`src/rtl/conv_kernel_engine.sv`:
```
// KxK convolution engine: signed programmable kernel, rounding right shift and clamp,
// 3-stage valid/ready pipeline with a drain-then-swap shadow kernel bank.
module conv_kernel_engine #(
    parameter int PIX_BITS   = 8,
    parameter int K          = 3,
    parameter int COEF_BITS  = 8,
    parameter int SHIFT_BITS = 4
) (
    input  logic                       clk,
    input  logic                       rst,
    input  logic [PIX_BITS*K*K-1:0]    pix_in_data,
    input  logic                       pix_in_valid,
    output logic                       pix_in_ready,
    output logic [PIX_BITS-1:0]        pix_out_data,
    output logic                       pix_out_valid,
    input  logic                       pix_out_ready,
    input  logic                       coef_wr_en,
    input  logic [COEF_BITS-1:0]       coef_wr_data,
    input  logic [SHIFT_BITS-1:0]      cfg_shift,
    input  logic                       cfg_commit,
    output logic                       cfg_busy,
    output logic                       cfg_err,
    output logic                       cfg_state_dbg_o
);

    localparam int NM     = K * K;
    localparam int PROD_W = PIX_BITS + COEF_BITS + 1;
    localparam int ACC_W  = PROD_W + $clog2(NM);
    localparam int WPTR_W = $clog2(NM + 1);
    localparam logic [WPTR_W-1:0] WPTR_FULL = WPTR_W'(NM);
    localparam logic signed [ACC_W:0] PIX_MAX = (ACC_W+1)'((1 << PIX_BITS) - 1);

    // Handshake: a beat moves on either side only when valid && ready in the same cycle;
    // valid must not depend on ready, and a stalled output holds data and valid.
    typedef enum logic [0:0] {CFG_IDLE, CFG_DRAIN} cfg_state_e;

    cfg_state_e cfg_state_q, cfg_state_d;

    logic signed [COEF_BITS-1:0]  act_coef_q [NM];
    logic signed [COEF_BITS-1:0]  act_coef_d [NM];
    logic signed [COEF_BITS-1:0]  shadow_q   [NM];
    logic signed [COEF_BITS-1:0]  shadow_d   [NM];
    logic signed [COEF_BITS-1:0]  snap_q     [NM];
    logic signed [COEF_BITS-1:0]  snap_d     [NM];
    logic [SHIFT_BITS-1:0]        shift_q, shift_d;
    logic [SHIFT_BITS-1:0]        snap_shift_q, snap_shift_d;
    logic [WPTR_W-1:0]            wptr_q, wptr_d, wptr_w;
    logic                         cfg_err_q, cfg_err_d;

    logic                         s1_valid_q, s2_valid_q, out_valid_q;
    logic signed [PROD_W-1:0]     prod_q [NM];
    logic signed [ACC_W-1:0]      acc_q, acc_d;
    logic [PIX_BITS-1:0]          out_data_q, sat_d;
    logic signed [ACC_W:0]        acc_ext, rnd, shr;
    logic [ACC_W:0]               bias;

    logic stall, in_fire, drained;

    function automatic logic signed [COEF_BITS-1:0] dflt_coef(input int i);
        int r;
        int c;
        r = i / K;
        c = i % K;
        if (K == 3) begin
            return COEF_BITS'((r == 1 ? 2 : 1) * (c == 1 ? 2 : 1));
        end
        return (i == NM / 2) ? COEF_BITS'(1) : '0;
    endfunction

    function automatic logic signed [PROD_W-1:0] tap_mul(input logic [PIX_BITS-1:0] p,
                                                         input logic signed [COEF_BITS-1:0] c);
        logic signed [PROD_W-1:0] pe;
        logic signed [PROD_W-1:0] ce;
        pe = $signed(PROD_W'(p));
        ce = PROD_W'(c);
        return pe * ce;
    endfunction

    assign stall           = out_valid_q && !pix_out_ready;
    assign cfg_busy        = (cfg_state_q == CFG_DRAIN);
    assign pix_in_ready    = !stall && !cfg_busy;
    assign in_fire         = pix_in_valid && pix_in_ready;
    assign drained         = !s1_valid_q && !s2_valid_q && !out_valid_q;
    assign pix_out_valid   = out_valid_q;
    assign pix_out_data    = out_data_q;
    assign cfg_err         = cfg_err_q;
    assign cfg_state_dbg_o = cfg_state_q;

    always_comb begin
        acc_d = '0;
        for (int i = 0; i < NM; i++) begin
            acc_d = acc_d + ACC_W'(prod_q[i]);
        end
    end

    // Round half up before the arithmetic shift, then clamp to the pixel range.
    always_comb begin
        acc_ext = (ACC_W+1)'(acc_q);
        bias    = '0;
        if (shift_q != '0) begin
            bias = (ACC_W+1)'(1) << (shift_q - SHIFT_BITS'(1));
        end
        rnd = acc_ext + $signed(bias);
        shr = rnd >>> shift_q;
        if (shr[ACC_W]) begin
            sat_d = '0;
        end else if (shr > PIX_MAX) begin
            sat_d = '1;
        end else begin
            sat_d = shr[PIX_BITS-1:0];
        end
    end

    always_ff @(posedge clk) begin
        if (rst) begin
            s1_valid_q  <= 1'b0;
            s2_valid_q  <= 1'b0;
            out_valid_q <= 1'b0;
            out_data_q  <= '0;
            acc_q       <= '0;
            for (int i = 0; i < NM; i++) begin
                prod_q[i] <= '0;
            end
        end else if (!stall) begin
            s1_valid_q  <= in_fire;
            s2_valid_q  <= s1_valid_q;
            out_valid_q <= s2_valid_q;
            if (in_fire) begin
                for (int i = 0; i < NM; i++) begin
                    prod_q[i] <= tap_mul(pix_in_data[i*PIX_BITS +: PIX_BITS], act_coef_q[i]);
                end
            end
            if (s1_valid_q) begin
                acc_q <= acc_d;
            end
            if (s2_valid_q) begin
                out_data_q <= sat_d;
            end
        end
    end

    // The write is applied before the commit looks at the pointer, so a commit in the
    // same cycle as the ninth write succeeds and snapshots that write too.
    always_comb begin
        cfg_state_d  = cfg_state_q;
        shadow_d     = shadow_q;
        snap_d       = snap_q;
        act_coef_d   = act_coef_q;
        shift_d      = shift_q;
        snap_shift_d = snap_shift_q;
        cfg_err_d    = 1'b0;
        wptr_w       = wptr_q;

        if (coef_wr_en) begin
            if (wptr_q < WPTR_FULL) begin
                shadow_d[wptr_q] = coef_wr_data;
                wptr_w           = wptr_q + WPTR_W'(1);
            end else begin
                cfg_err_d = 1'b1;
            end
        end
        wptr_d = wptr_w;

        case (cfg_state_q)
            CFG_IDLE: begin
                if (cfg_commit) begin
                    wptr_d = '0;
                    if (wptr_w == WPTR_FULL) begin
                        snap_d       = shadow_d;
                        snap_shift_d = cfg_shift;
                        cfg_state_d  = CFG_DRAIN;
                    end else begin
                        cfg_err_d = 1'b1;
                    end
                end
            end
            CFG_DRAIN: begin
                if (cfg_commit) begin
                    cfg_err_d = 1'b1;
                end
                if (drained) begin
                    act_coef_d  = snap_q;
                    shift_d     = snap_shift_q;
                    cfg_state_d = CFG_IDLE;
                end
            end
            default: cfg_state_d = CFG_IDLE;
        endcase
    end

    always_ff @(posedge clk) begin
        if (rst) begin
            cfg_state_q  <= CFG_IDLE;
            shift_q      <= (K == 3) ? SHIFT_BITS'(4) : '0;
            snap_shift_q <= '0;
            wptr_q       <= '0;
            cfg_err_q    <= 1'b0;
            for (int i = 0; i < NM; i++) begin
                act_coef_q[i] <= dflt_coef(i);
                shadow_q[i]   <= '0;
                snap_q[i]     <= '0;
            end
        end else begin
            cfg_state_q  <= cfg_state_d;
            shift_q      <= shift_d;
            snap_shift_q <= snap_shift_d;
            wptr_q       <= wptr_d;
            cfg_err_q    <= cfg_err_d;
            act_coef_q   <= act_coef_d;
            shadow_q     <= shadow_d;
            snap_q       <= snap_d;
        end
    end

endmodule
```
`config.mk`:
```
export PLATFORM = sky130hd
export DESIGN_NAME = conv_kernel_engine
export DESIGN_NICKNAME = d
export VERILOG_FILES = /design/src/rtl/conv_kernel_engine.sv
export SDC_FILE = /design/constraint.sdc
export NUM_CORES = 2
export LEC_CHECK = 0
export CORE_MARGIN = 3
export CORE_UTILIZATION = 52
export DETAILED_ROUTE_END_ITERATION = 16
export PLACE_DENSITY_LB_ADDON = 0.1
export SLEW_MARGIN = 20
export SYNTH_ARGS = -nofsm -noshare
export SYNTH_HDL_FRONTEND = slang
export SYNTH_SLANG_ARGS = --single-unit
```
`constraint.sdc`:
```
create_clock -name clk -period 9.9 [get_ports clk]
set_input_delay 2.97 -clock clk [delete_from_list [all_inputs] [get_ports clk]]
set_output_delay 2.97 -clock clk [all_outputs]
set_load 0.005 [all_outputs]
```
# After elaboration in Yosys (flattened, before gate mapping)
# Memories as Yosys holds them, arrays and structs flattened.
# Index checks and enable logic that the tools add are counted.
dict set report classes {
  add_sub_neg 11
  n_mul 9
  magnitude_cmp 4
  n_eq_ne 1
  n_shift 2
  muxes 44
  bitwise 12
  reduce_logical 20
}
# cell count
set ops {}
lappend ops {{$mux 72} 5}
lappend ops {{$mul 9x8->17} 9}
lappend ops {{$mux 17} 9}
lappend ops {{$add 21x17->21} 4}
lappend ops {{$bwmux 72} 1}
lappend ops {{$demux 8 s4} 1}
lappend ops {{$mux 8} 3}
lappend ops {{$add 21x22->22} 1}
lappend ops {{$gt 22x9->1 const B} 1}
lappend ops {{$mux 22} 1}
lappend ops {{$shl 1x4->22 const A} 1}
lappend ops {{$sshr 22x4->22} 1}
lappend ops {{$add 20x17->21} 1}
lappend ops {{$add 19x17->20} 1}
lappend ops {{$add 18x17->19} 1}
lappend ops {{$add 17x17->18} 1}
lappend ops {{$mux 1} 16}
lappend ops {{$mux 4} 4}
lappend ops {{$or 1x1->1} 9}
lappend ops {{$reduce_and 2->1} 4}
lappend ops {{$logic_and 1x1->1} 6}
lappend ops {{$logic_not 1->1} 6}
lappend ops {{$ge 5x5->1 const B} 1}
lappend ops {{$lt 5x1->1 const B} 1}
lappend ops {{12 further kinds} 15}
dict set report word_totals {
  register_bits 262
  mem_bits_rw 153
  wordCells 141
  n_memories 1
}
# memory depth word_bits read_ports rd_ports_with_merged_regs wr line
set memory_table {}
lappend memory_table {prod_q 9 17 9 0 9 51} ;# logic signed [PROD_W-1:0] prod_q [NM];

# Depth between registers and ports, before layout
dict set report depth {
  depth_word 10
  mapped_depth 22
  depth_no_buf 22
}

# Worst setup path after synthesis
# No wires, ideal clock.
dict set report synth_path {
  path_kind {input to register}
  from {in rst}
  to {mem prod_q[0][0] (netlist bit) (enable)}
  setup_time_ps 540
  arrival_time_ps 7412
  required_time_ps 9360
  setup_slack_ps 1948
  stages 4
  path_buffers 3
  path_cell_list {clkbuf_1 -> clkbuf_1 -> clkbuf_1 -> nand2b_1}
}
# element line
set synth_lines {}
lappend synth_lines {{from (decl)} 10} ;# input logic rst,
lappend synth_lines {{to (decl)} 51}

==> results.yml <==
run_status:
  status: "completed"
cts:
  cts-root-buf: "clkbuf_16"
  cts_resized: 0
  hold_buffers: 0
  tritoncts: "built"
  clock_sinks: 415
  cts_buffers: 46
  clk_pin_slew_ps: 60
  clk_latency_ps: 590
  clk_path_buf_depth: 3
  post_cts_buffers: 0
  h-tree-depth: 2
cells_and_area:
  drive_gt1_share_pct: 3.301
  stdcell_area_um2: 42900
  finalCoreUtilization_pct: 57.34
  fin_cells: 5121
  nets: 5088
  area_growth_pct: 8.551
worst_hold_path:
  hold_path_end: "snap_shift_q[1]"
  min_from: "snap_shift_q[1]"
  min_path_type: "reg -> reg"
  hold-path-cell-count: 2
detailed_routing:
  drtIter0Drc: 1692
  dr.pass1.iters: 5
  vias: 27410
  wirelength_um: 94840
  drtAntennaViolNets: 0
  wire_per_inst_um: 18.52
  via_per_inst: 5.352
  drc: 0
sta:
  tightest_slew_ps: 1025
  min_period_over_period_pct: 78.38
  clock_skew_ps: 19.70
  hold_viol_final: 0
  drv_slew: 0
  max_slew_margin_pct: 31.60
  period_needed_ps: 7760
  setup_ws_ps: 2140
  tns_ps: 0
  setup_viol: 0
  clock.fmax_mhz: 128.9
  rsz0062_at_grt: "false"
synthesis:
  async_flop_share_pct: 0
  seq_area_frac_synth_pct: 26.72
  yosysWarnings: 0
  synth-edff-count: 225
  synthesis.area_um2: 39520
  synth-seq-cells: 415
  yosysTopAreaCell: "fa_1"
  synth_fp_nets: 5035
  yosys-top-cells-count: "inv_1 (670), fa_1 (456), ha_1 (429)"
  synthTopCellsByArea: "fa_1 (23%), edfxtp_1 (17%), ha_1 (14%)"
  post_synth.cell_area_avg_um2: 9.735
  yosysMostFrequentCell: "inv_1"
  synthCells: 4060
  ys.flop_type: "edfxtp_1"
  synth_cell_types: 88
  synth_top_area_share_pct: 23.10
critical_path:
  worstSetupPathType: "in -> reg"
  r2r_end: "pix_out_data[1]"
  crit_arrival_ps: 8070
  cpPeakStageDelay_ps: 710
  cp.required_ps: 10210
  critPathTopFamily: "adder cells"
  path_cells: "clkdlybuf4s50_1, and2_1, fa_1, inv_1, fa_1, fa_1, fa_1, inv_1, ha_1, a21oi_1, o21ai_0, a21oi_1, o21ai_0, a21oi_1, o21ai_0, a2111oi_0, o21a_1, nor3_1"
  worstSetupStartpointType: "input pin"
  crit_fanout: 8
  worst_path_most_repeated_cell: "fa_1"
  reg2regPathDepth: 15
  ff2ff_setup_slack_ps: 4190
  cp.buffers_inverters: 3
  crit_slowest_cell: "a2111oi_0"
  end_kind: "flip-flop"
  r2r_start: "shift_q[1]"
grt:
  grt-ovfl-total: 0
  grt_first_pass_wirelength_um: 152800
  track_usage_pct: 24.72
  grt_pass1_vias: 27660
  grt_max_degree: 100
  antenna_found_initial: 3
place:
  dpl.hpwl_um: 74450
  dpl_worst_slack_ps: 1630
  placed_area_um2: 41460
  dp.cells: 5034
  place_congestion: 0.9112
  io_buffers: 102
floorplan:
  die_x_um: 281.7
  ioPinCount: 103
  coreArea_um2: 74820
  rows: 100
  die_h_um: 281.7
  start_util_pct: 52.82
  die-area_um2: 79350
pwr:
  ir_worst_vdd_mv: 0.4920
  power-per-cell-area_nw_per_um2: 213.0
  power.leakage_nw: 19.83
job:
  max-cap-violations: 0
[metrics by stage]
step / hold slack (ps) / total power [mW]
floorplan: 435.3 / 5.967
global placement: 446.2 / 7.422
detailed placement: 450.7 / 7.442
CTS: 459.1 / 9.132
global route: 483.1 / 9.918
finish: 456.3 / 9.137
[cell usage in the layout, fill, tap and decap left out, drive strengths merged, types with 47 or more instances in the layout]
| cell | n |
|---|---|
| dfxtp | 190 |
| o21ai | 109 |
| fa | 456 |
| nand2b | 61 |
| nand2 | 346 |
| clkdlybuf4s50 | 101 |
| nor3 | 90 |
| ha | 429 |
| a211oi | 88 |
| mux2i | 92 |
| clkbuf | 68 |
| nor2b | 88 |
| a21oi | 117 |
| edfxtp | 225 |
| inv | 678 |
| nor2 | 298 |
| and2 | 326 |
| xnor2 | 47 |
[worst max-delay path by stage]
stage | depth (start not counted) | slack, ps | start | end
final | 18 | 2140 | pix_in_data[27] | prod_q[0][66]
after global routing | 23 | 1700 | pix_in_data[43] | prod_q[0][101]
after CTS | 18 | 2220 | pix_in_data[19] | prod_q[0][49]
after detailed placement | 18 | 1630 | pix_in_data[27] | prod_q[0][66]
after global placement | 18 | 1690 | pix_in_data[67] | prod_q[0][151]
after floorplan | 4 | 1950 | rst | prod_q[0][0]
[flip-flops by register name (all words and copies together) (netlist names)]
register	cells
acc_q	21
act_coef_q	72
cfg_busy	1
cfg_err	1
pix_out_data	8
pix_out_valid	1
prod_q	153
s1_valid_q	1
s2_valid_q	1
shadow_q	72
shift_q	4
snap_q	72
snap_shift_q	4
wptr_q	4
[worst reg2reg max path, stage by stage (launching register included)]
cell,delay (ps)
dfxtp_1,910
inv_1,590
nand2_1,440
nor3_1,90
ha_1,290
fa_1,460
a211oi_1,400
o21ai_2,190
a211oi_1,360
o21bai_1,210
xnor2_2,250
o21a_2,190
mux4_2,260
nand4_2,130
o41ai_4,590
nand4_1,180
[final cells by class]
cell class | count | area, um2
multi-input cells | 2861 | 26020
inverters | 671 | 2519
repair buffers | 118 | 1145
fillers | 6662 | 31920
diodes | 2 | 5.005
well taps | 969 | 1212
clock inverters | 18 | 130.1
clock buffers | 67 | 1310
flip-flops and latches | 415 | 10560
[power by group]
group	internal, mW	switching, mW	leakage (nW)
registers	1.98	0.147	3.96
clock network	0.928	0.732	0.713
logic	2.24	3.11	15.2
total	5.14	3.99	19.8
[kinds of logic (layout without fill, tap and decap cells)]
logic type	count (synthesis)	after routing	synth area share, %
xor+xnor	72	72	1.615
simple gates	1334	1334	16.84
buf+inv	784	874	7.500
flops	415	415	26.72
fa+ha+maj	885	885	36.68
compound gates	463	463	7.671
mux	106	106	2.966
other cells	1	3	0.009488
[routing by layer]
layer / routed length, um / track usage (%) / share of wire (%) / up-vias
li1: - / - / - / 13270
met1: 42560 / 34.23 / 45 / 13480
met2: 45330 / 41.48 / 48 / 544
met3: 4786 / 3.271 / 5.0 / 108
met5: 0 / 0 / 0 / -
met4: 2161 / 5.943 / 2.3 / 0
Power figures use the tool's default switching activity.
